File: src/rtl/hv_bundle_ctrl.sv
// -----------------------------------------------------------------------------
// hv_bundle_ctrl
//
// Bundling controller for the HPU bipolar datapath. Incoming core-result beats
// are mapped lane by lane onto bipolar values:
//   store=1, bit=0 -> +1
//   store=1, bit=1 -> -1
//   store=0        ->  0
// These values are summed per lane in saturating signed accumulators. After
// the last beat the sums are majority-voted into a binary bundled
// hypervector, which is then held until the item-memory write path takes it.
//
// Sequencing: ACCUM -> THRESH -> HOLD -> ACCUM. Only one bundle is in flight
// at a time.
//
// Parameters
//   DIM    number of hypervector lanes per beat
//   CNT_W  signed accumulator width per lane (>= 2)
//
// Ports
//   clk        clock; all state changes on the rising edge
//   rst_n      asynchronous active-low reset
//   clear      synchronous abort; zeroes the accumulators and the beat count
//              and returns to ACCUM. A beat offered in the same cycle is
//              dropped.
//   in_valid   beat valid
//   in_ready   beat accepted when in_valid & in_ready (high only in ACCUM)
//   in_bits    core result bits, one per lane
//   in_store   1: the beat contributes +/-1 per lane; 0: it contributes 0
//              (the beat is still counted)
//   in_last    marks the final beat of the bundle
//   tie_bits   tie-break vector for lanes whose sum is zero; sampled in THRESH
//   out_valid  bundled vector valid
//   out_ready  consumer accepts when out_valid & out_ready
//   out_bits   bundled hypervector
//   beat_cnt   beats accepted in the current bundle, saturating at 16'hFFFF
// -----------------------------------------------------------------------------
module hv_bundle_ctrl #(
    parameter int DIM   = 32,
    parameter int CNT_W = 8
) (
    input  logic            clk,
    input  logic            rst_n,
    input  logic            clear,
    input  logic            in_valid,
    output logic            in_ready,
    input  logic [DIM-1:0]  in_bits,
    input  logic            in_store,
    input  logic            in_last,
    input  logic [DIM-1:0]  tie_bits,
    output logic            out_valid,
    input  logic            out_ready,
    output logic [DIM-1:0]  out_bits,
    output logic [15:0]     beat_cnt
);

    typedef enum logic [1:0] {
        ST_ACCUM  = 2'd0,
        ST_THRESH = 2'd1,
        ST_HOLD   = 2'd2
    } state_t;

    // Accumulator limits, expressed one bit wider than the accumulator so the
    // unclamped sum can be compared against them without overflowing.
    localparam logic signed [CNT_W:0] ACC_MAX = {2'b00, {(CNT_W-1){1'b1}}};
    localparam logic signed [CNT_W:0] ACC_MIN = {2'b11, {(CNT_W-1){1'b0}}};

    state_t                  state;
    logic signed [CNT_W-1:0] acc [DIM];

    // Bipolar value that one lane of a beat contributes to its accumulator.
    function automatic logic signed [1:0] lane_value(input logic store,
                                                     input logic bit_in);
        if (!store)
            return 2'sb00;
        else if (bit_in)
            return 2'sb11;      // -1
        else
            return 2'sb01;      // +1
    endfunction

    // Saturating add. The sum is formed one bit wider and clamped back into
    // the accumulator range, so a lane pinned at a limit stays there instead
    // of wrapping to the opposite sign.
    function automatic logic signed [CNT_W-1:0] sat_add(
        input logic signed [CNT_W-1:0] a,
        input logic signed [1:0]       v
    );
        logic signed [CNT_W:0] s;
        s = {a[CNT_W-1], a} + {{(CNT_W-1){v[1]}}, v};
        if (s > ACC_MAX)
            s = ACC_MAX;
        else if (s < ACC_MIN)
            s = ACC_MIN;
        return s[CNT_W-1:0];
    endfunction

    // Majority vote for one lane: a negative sum means the -1 (bit=1) votes
    // won, a positive sum means the +1 (bit=0) votes won, and an exact tie
    // takes the caller-supplied tie bit.
    function automatic logic vote(input logic signed [CNT_W-1:0] a,
                                  input logic                    tie);
        if (a < 0)
            return 1'b1;
        else if (a > 0)
            return 1'b0;
        else
            return tie;
    endfunction

    // Beat counter increment that sticks at all-ones.
    function automatic logic [15:0] cnt_inc(input logic [15:0] c);
        if (c == 16'hFFFF)
            return c;
        else
            return c + 16'd1;
    endfunction

    // Beats are accepted only in ACCUM. Deriving in_ready from the state
    // register alone keeps it free of any path from in_valid or out_ready.
    assign in_ready = (state == ST_ACCUM);

    always_ff @(posedge clk or negedge rst_n) begin
        if (!rst_n) begin
            state     <= ST_ACCUM;
            out_valid <= 1'b0;
            out_bits  <= '0;
            beat_cnt  <= '0;
            for (int i = 0; i < DIM; i++)
                acc[i] <= '0;
        end else if (clear) begin
            // Abort wins over everything. out_bits deliberately keeps its
            // last value; out_valid going low is what withdraws it.
            state     <= ST_ACCUM;
            out_valid <= 1'b0;
            beat_cnt  <= '0;
            for (int i = 0; i < DIM; i++)
                acc[i] <= '0;
        end else begin
            case (state)
                ST_ACCUM: begin
                    if (in_valid) begin
                        for (int i = 0; i < DIM; i++)
                            acc[i] <= sat_add(acc[i], lane_value(in_store, in_bits[i]));
                        beat_cnt <= cnt_inc(beat_cnt);
                        if (in_last)
                            state <= ST_THRESH;
                    end
                end

                ST_THRESH: begin
                    for (int i = 0; i < DIM; i++)
                        out_bits[i] <= vote(acc[i], tie_bits[i]);
                    out_valid <= 1'b1;
                    state     <= ST_HOLD;
                end

                ST_HOLD: begin
                    // out_bits and beat_cnt stay frozen until the consumer
                    // takes the vector.
                    if (out_valid && out_ready) begin
                        out_valid <= 1'b0;
                        beat_cnt  <= '0;
                        for (int i = 0; i < DIM; i++)
                            acc[i] <= '0;
                        state <= ST_ACCUM;
                    end
                end

                default: begin
                    state     <= ST_ACCUM;
                    out_valid <= 1'b0;
                end
            endcase
        end
    end

endmodule

File: config.mk
export PLATFORM = sky130hd
export DESIGN_NAME = hv_bundle_ctrl
export DESIGN_NICKNAME = d
export VERILOG_FILES = /design/src/rtl/hv_bundle_ctrl.sv
export SDC_FILE = /design/constraint.sdc
export NUM_CORES = 1
export LEC_CHECK = 0
export BUFFER_PORTS_ARGS = -buffer_cell sky130_fd_sc_hd__buf_2
export CAP_MARGIN = 25
export CORE_ASPECT_RATIO = 1.25
export CORE_UTILIZATION = 55
export DETAILED_ROUTE_END_ITERATION = 6
export PLACE_DENSITY_LB_ADDON = 0.1
export SLEW_MARGIN = 25
export SYNTH_ARGS = -nofsm -noshare
export SYNTH_HDL_FRONTEND = slang
export SYNTH_SLANG_ARGS = --single-unit
File: constraint.sdc
create_clock -name clk -period 3.1 [get_ports clk]
set_input_delay 0.62 -clock clk [delete_from_list [all_inputs] [get_ports clk]]
set_output_delay 0.62 -clock clk [all_outputs]
set_load 0.02 [all_outputs]
==> results.toml, run 1 <==
[cts]
cts_buffer_depth = 3
postCtsHoldBufs = 0
cts.sinks = 307
cts-resized-gates = 0
clk_latency_ns = 0.54
cts_buffers = 37
clockRootBuffer = "clkbuf_16"
clk_pin_slew_ns = 0.06
postCtsSetupRepairBufs = 0
cts_tree = "done"
htree_levels = 2

[power_and_ir_drop]
p_per_area_nw_per_um2 = 568.1
ir_drop_mv = 0.4517
leakage_uw = 0.01202

[setup_path]
worstSetupEndpointType = "flop"
path_cells = "buf_4 > buf_4 > nand2_1 > xnor2_1 > ha_1 > and4_1 > o21ai_0 > a21boi_1 > o31a_1 > nor2_1 > o21ai_0 > a22o_1"
cp.arrival_ns = 3.20
crit_type = "input pin to flop"
cp_num_buf_inv = 2
path_max_fanout = 15
required_ns = 3.52
slowest_stage = "buf_4"
cp_slowest_stage_delay_ns = 0.30
startpoint_type = "input pin"
cpLargestDelayFamily = "compound AO/OA/AOI/OAI gates"

[die]
die_w_um = 185.4
core_area_um2 = 41230
die_area_um2 = 42890
fp-row-count = 83
die_h_um = 231.3
ioPinCount = 121
initial_core_util = 0.5611

[global_routing]
track_usage = 0.2774
grt_pass1_vias = 21474
grt_antenna_before_repair = 3
overflow = 0
grt_max_degree = 98
grt_pass1_wl_mm = 100.3

[yosys]
ys_seq_area_frac = 0.3321
synth.avg_cell_area_um2 = 8.166
synthFlopType = "dfrtp_1"
synth-async-reset-ratio = 1.000
ys_seq_elements = 307
synthesis.nets = 3000
ys_types = 101
synth_edf_count = 0
synthCells = 2833
ys_warn_count = 0
synth_area_um2 = 23130

[finish]
fin_nets = 3200
fin_util = 0.6487
areaGrowthSynthToFinish_pct = 15.60
nFillCells = 3568
drive_gt1_frac = 0.1536

[sta]
tightest_slew_ns = 0.8253
setup_viol = 0
holdWs_ns = 0.02199
fmax_ghz = 0.3593
hold_viol_final = 0
fin_crit_sh = 0.8979
rsz0062_at_grt = "no"
finalCriticalPeriod_ns = 2.783
drv_slew = 0
skew_ns = 0.01421
max_slew_margin = 0.4498

[detailed_routing]
routedWlPerCell_um = 16.49
drt-initial-drc-count = 1231
vias = 22484
vias_per_cell = 6.223
ant_nets = 0
dr.pass1.iters = 6
post-route-drc-count = 0
wl_mm = 59.56

[job]
drv_cap = 0

[placement]
globalplace.congestion = 0.9269
port-buffer-count = 120
dpl.hpwl_mm = 42.00

[status]
status = "finished clean"

[hold_path]
hold_path_class = "input pin to async pin"
## synthesized netlist by cell type (31+ instances only)
cell / number / share of area
a22o_1: 48 / 0.018
a21oi_1: 203 / 0.044
a221o_1: 35 / 0.015
inv_1: 85 / 0.014
and3_1: 48 / 0.013
o31ai_1: 32 / 0.010
nor2_1: 246 / 0.040
nand2_1: 299 / 0.049
maj3_1: 44 / 0.019
ha_1: 96 / 0.052
nor3_1: 102 / 0.022
xor2_1: 34 / 0.013
or4_1: 32 / 0.010
o21ai_0: 199 / 0.043
a31oi_1: 47 / 0.013
or3_1: 38 / 0.010
nand3_1: 76 / 0.016
clkbuf_1: 146 / 0.024
xnor2_1: 124 / 0.047
dfrtp_1: 307 / 0.33
nor4_1: 31 / 0.0084
o22ai_1: 31 / 0.0084
nand4_1: 49 / 0.013
## flip-flops by register name (all words and copies together) (netlist names)
register / flops
acc: 256
beat_cnt: 16
state: 2
out_bits: 32
out_valid: 1
## cells in the final DEF (no fill, tap or decap), types with 20 or more instances in the layout
master,netlist,final
a21oi_1,203,203
a221o_1,35,35
a22o_1,48,48
a31oi_1,47,47
a41oi_1,26,26
and3_1,48,48
and4_1,20,20
buf_2,20,118
buf_4,3,214
clkbuf_16,0,39
dfrtp_1,307,307
ha_1,96,96
inv_1,85,85
maj3_1,44,44
nand2_1,299,298
nand3_1,76,76
nand4_1,49,49
nor2_1,246,246
nor3_1,102,102
nor4_1,31,31
o211ai_1,27,27
o21ai_0,199,199
o22ai_1,31,31
o31ai_1,32,32
or2_2,20,20
or3_1,38,38
or4_1,32,32
xnor2_1,124,124
xor2_1,34,34
## cell families (layout without fill, tap and decap cells)
logic type	after synthesis	count (layout)	share of synthesized area
buf+inv	279	506	0.04716
mux	15	15	0.006652
flops	307	307	0.3321
xor+xnor	160	160	0.06122
fa+ha+maj	141	141	0.07144
compound gates	882	882	0.2575
simple gates	1049	1049	0.2239
other cells	0	1	0
## per-stage QoR
step	std cells	setup TNS, ns	total power (uW)	worst slack [ns]	cell area [um^2]
detailed placement	3546	-8.085	10980	-0.2164	25560
global route	3613	0	16220	0.1057	26740
floorplan	2833	0	9392	0.01045	23140
CTS	3612	0	15300	0.3600	26740
finish	3613	0	15190	0.3165	26740
global placement	3546	-1.873	10800	-0.1555	25560
## report_power, final
part	total (uW)	internal, uW	switching (uW)
clock	4230	2520	1710
combinational	5340	2440	2910
sequential	5620	4680	944
## metal layers
| metal | GRT usage | share of wire |
|---|---|---|
| met1 | 0.3445 | 0.43 |
| met2 | 0.4905 | 0.50 |
| met3 | 0.03363 | 0.043 |
| met4 | 0.09737 | 0.028 |
| met5 | 0 | 0.00037 |
## worst paths after layout
check,startpoint,endpoint,slack (ns),cells after the start
max reg2reg,acc[156],acc[152],0.46,7
max,in_store,acc[202],0.32,12
max in group asynchronous,rst_n,acc[14],2.38,2
min,rst_n,acc[86],0.02,1
min reg2reg,beat_cnt[15],beat_cnt[15],0.51,1
min in group clk,in_last,state[0],0.34,2
## layout make-up
cell class | instances | area [um^2] | share of cell area
multi-input cells | 2247 | 14400 | 0.5383
flip-flops and latches | 307 | 7682 | 0.2873
repair buffers | 344 | 2432 | 0.09095
clock buffers | 60 | 1145 | 0.04281
well taps | 552 | 690.7 | 0.02583
inverters | 96 | 360.3 | 0.01347
clock inverters | 6 | 33.78 | 0.001263
diodes | 1 | 2.502 | 0.00009357
## worst register-to-register path, stage by stage (launching register included)
cell and delay [ns]:
dfrtp_1 0.43, or3_1 0.47, or4_1 0.44, a211oi_1 0.28, a21oi_1 0.11, xnor2_2 0.22
maj3_1 0.38, a22o_1 0.20
Power figures use the tool's default switching activity.
==> run 2: changes to the inputs <==
Settings changed: ABC_AREA set to 1.
Clock period 3.1 ns to 3.5 ns, I/O delays scaled along.
==> run 2 against run 1 <==
Worst setup slack better by 0.73 ns. Combinational power up 75%. Hold slack gained 0.011 ns. Die area is 17% higher. Clock power rose by 0.9%. Synthesized cell count rose by 56%. Design area increased by 11%. Clock-buffer cell count is 9 lower. Via count up 23%. Largest power group is now combinational logic.
==> results.toml, run 2 <==
[placement]
place_area_um2 = 28400
dpl.hpwl_mm = 50.16
globalplace.congestion = 0.9200
port-buffer-count = 120

[finish]
fin_nets = 4689
nFillCells = 4786
final_common_cell = "nand2_1"
largest_reg_flops = 256
max_flop_register = "acc"
layout_common_cells = "nand2_1 (1731), nand3_1 (676), inv_1 (620)"
reg_top3 = "acc: 256 flops, out_bits: 32 flops, beat_cnt: 16 flops"
areaGrowthSynthToFinish_pct = 10.04
fin_area_um2 = 29750
drive_gt1_frac = 0.08200

[job]
drv_cap = 0

[global_routing]
grt_max_degree = 92
grt_antenna_before_repair = 8
grt_pass1_vias = 25855
track_usage = 0.2813
grt_pass1_wl_mm = 119.5
overflow = 0

[detailed_routing]
ant_nets = 0
wl_mm = 70.72
post-route-drc-count = 0
vias = 27686
dr.pass1.iters = 7
vias_per_cell = 5.326
drt-initial-drc-count = 1639
routedWlPerCell_um = 13.61

[cts]
clk_pin_slew_ns = 0.06
postCtsHoldBufs = 0
cts_buffers = 38
clk_latency_ns = 0.57
postCtsSetupRepairBufs = 0
clockRootBuffer = "clkbuf_16"
cts_tree = "done"
cts_buffer_depth = 3
htree_levels = 2
cts.sinks = 307
cts-resized-gates = 0

[yosys]
post-synth-top-count-cell = "nand2_1"
synthesis.nets = 4581
ys_warn_count = 0
ys_seq_elements = 307
synth.area.top_cells = "dfrtp_1 (28%), nand2_1 (24%), nand3_1 (13%), inv_1 (8.6%), ha_1 (4.4%)"
synth.avg_cell_area_um2 = 6.125
synth_edf_count = 0
ys_seq_area_frac = 0.2841
synthCells = 4414
synth-async-reset-ratio = 1.000
synth_area_um2 = 27040
synth_commonest_cells = "nand2_1 (1732), nand3_1 (677), inv_1 (620)"
ys_types = 45
netlist.area_leader.share = 0.2841
synth_top_cell_by_area = "dfrtp_1"
synthFlopType = "dfrtp_1"

[sta]
fmax_ghz = 0.4084
rsz0062_at_grt = "no"
setup_viol = 0
holdWs_ns = 0.03327
max_slew_margin = 0.4767
setup-tns-final_ns = 0
tightest_slew_ns = 0.7849
hold_viol_final = 0
skew_ns = 0.01260
drv_slew = 0
finalCriticalPeriod_ns = 2.449
fin_crit_sh = 0.6996

[setup_path]
crit_start = "in_store"
cp_common_cell = "nand2_1"
required_ns = 3.95
worstSetupEndpointType = "flop"
r2r_start = "state[0]"
slowest_stage = "buf_4"
crit_type = "input pin to flop"
path_max_fanout = 44
path_cells = "buf_8 > buf_4 > nand3_1 > nand2_1 > inv_1 > ha_1 > inv_1 > nand2_1 > nand2_1 > nand2_1 > nand2_1 > nand3_1 > nand2_1 > nand2_1 > nand3_1 > nand3_1"
startpoint_type = "input pin"
cp_slowest_stage_delay_ns = 0.40
cp.arrival_ns = 2.90

[die]
ioPinCount = 121
die_w_um = 200.3
core_area_um2 = 48420
fp-row-count = 90
die_area_um2 = 50050
die_h_um = 249.9
initial_core_util = 0.5584

[hold_path]
hold_path_class = "input pin to async pin"

[power_and_ir_drop]
p_per_area_nw_per_um2 = 659.2
leakage_uw = 0.01736
ir_drop_mv = 0.4466
power_uw = 19610

[status]
status = "finished clean"
-- run 2: metal layers --
metal / global-route usage / wire [um] / part of all wire / up-vias
li1: - / - / - / 14309
met1: 0.3431 / 31010 / 0.44 / 12699
met2: 0.5031 / 34760 / 0.49 / 531
met3: 0.03695 / 2809 / 0.040 / 141
met4: 0.1036 / 2113 / 0.030 / 6
met5: 0 / 34 / 0.00048 / -
-- run 2: cell families after synthesis --
logic type,synth area share
compound gates,0.07039
flops,0.2841
xor+xnor,0.04082
fa+ha+maj,0.04443
simple gates,0.4478
buf+inv,0.1124
-- run 2: area by class of cell --
class                           count  area (um^2)  area share
Clock inverter                     16        220.2    0.007402
Sequential cell                   307         7682      0.2582
Clock buffer                       51         1114     0.03743
Multi-Input combinational cell   3359        16340      0.5493
Tap cell                          644        805.8     0.02708
Antenna cell                        5        12.51   0.0004206
Inverter                          655         2482     0.08344
Timing Repair Buffer              161         1091     0.03667
-- run 2: through the flow --
step | setup WS, ns | utilization | cells
after floorplan | 1.040 | - | 4414
after global placement | 0.5347 | 0.5866 | 5126
after detailed placement | 0.5024 | 0.5866 | 5126
after CTS | 1.101 | 0.6142 | 5193
after global routing | 0.8474 | 0.6144 | 5197
final | 1.051 | 0.6144 | 5198
-- run 2: critical path, delay by kind of cell --
family / cells / cell delay [ns]
simple gates: 11 / 1.10
fa+ha+maj: 1 / 0.19
buf+inv: 4 / 0.88
-- run 2: power breakdown --
group	switching, uW	internal (uW)
clock	1670	2600
sequential	1280	4740
combinational	6040	3280
-- run 2: path summary, 6_finish.rpt --
path | to | slack, ns | cells past startpoint
worst max-delay path | acc[238] | 1.05 | 16
worst min-delay path | beat_cnt[14] | 0.03 | 1
worst max register to register | acc[172] | 1.11 | 9
worst min register to register | out_bits[5] | 0.49 | 2
max in group asynchronous | out_bits[14] | 2.62 | 2
min in group clk | state[0] | 0.39 | 2
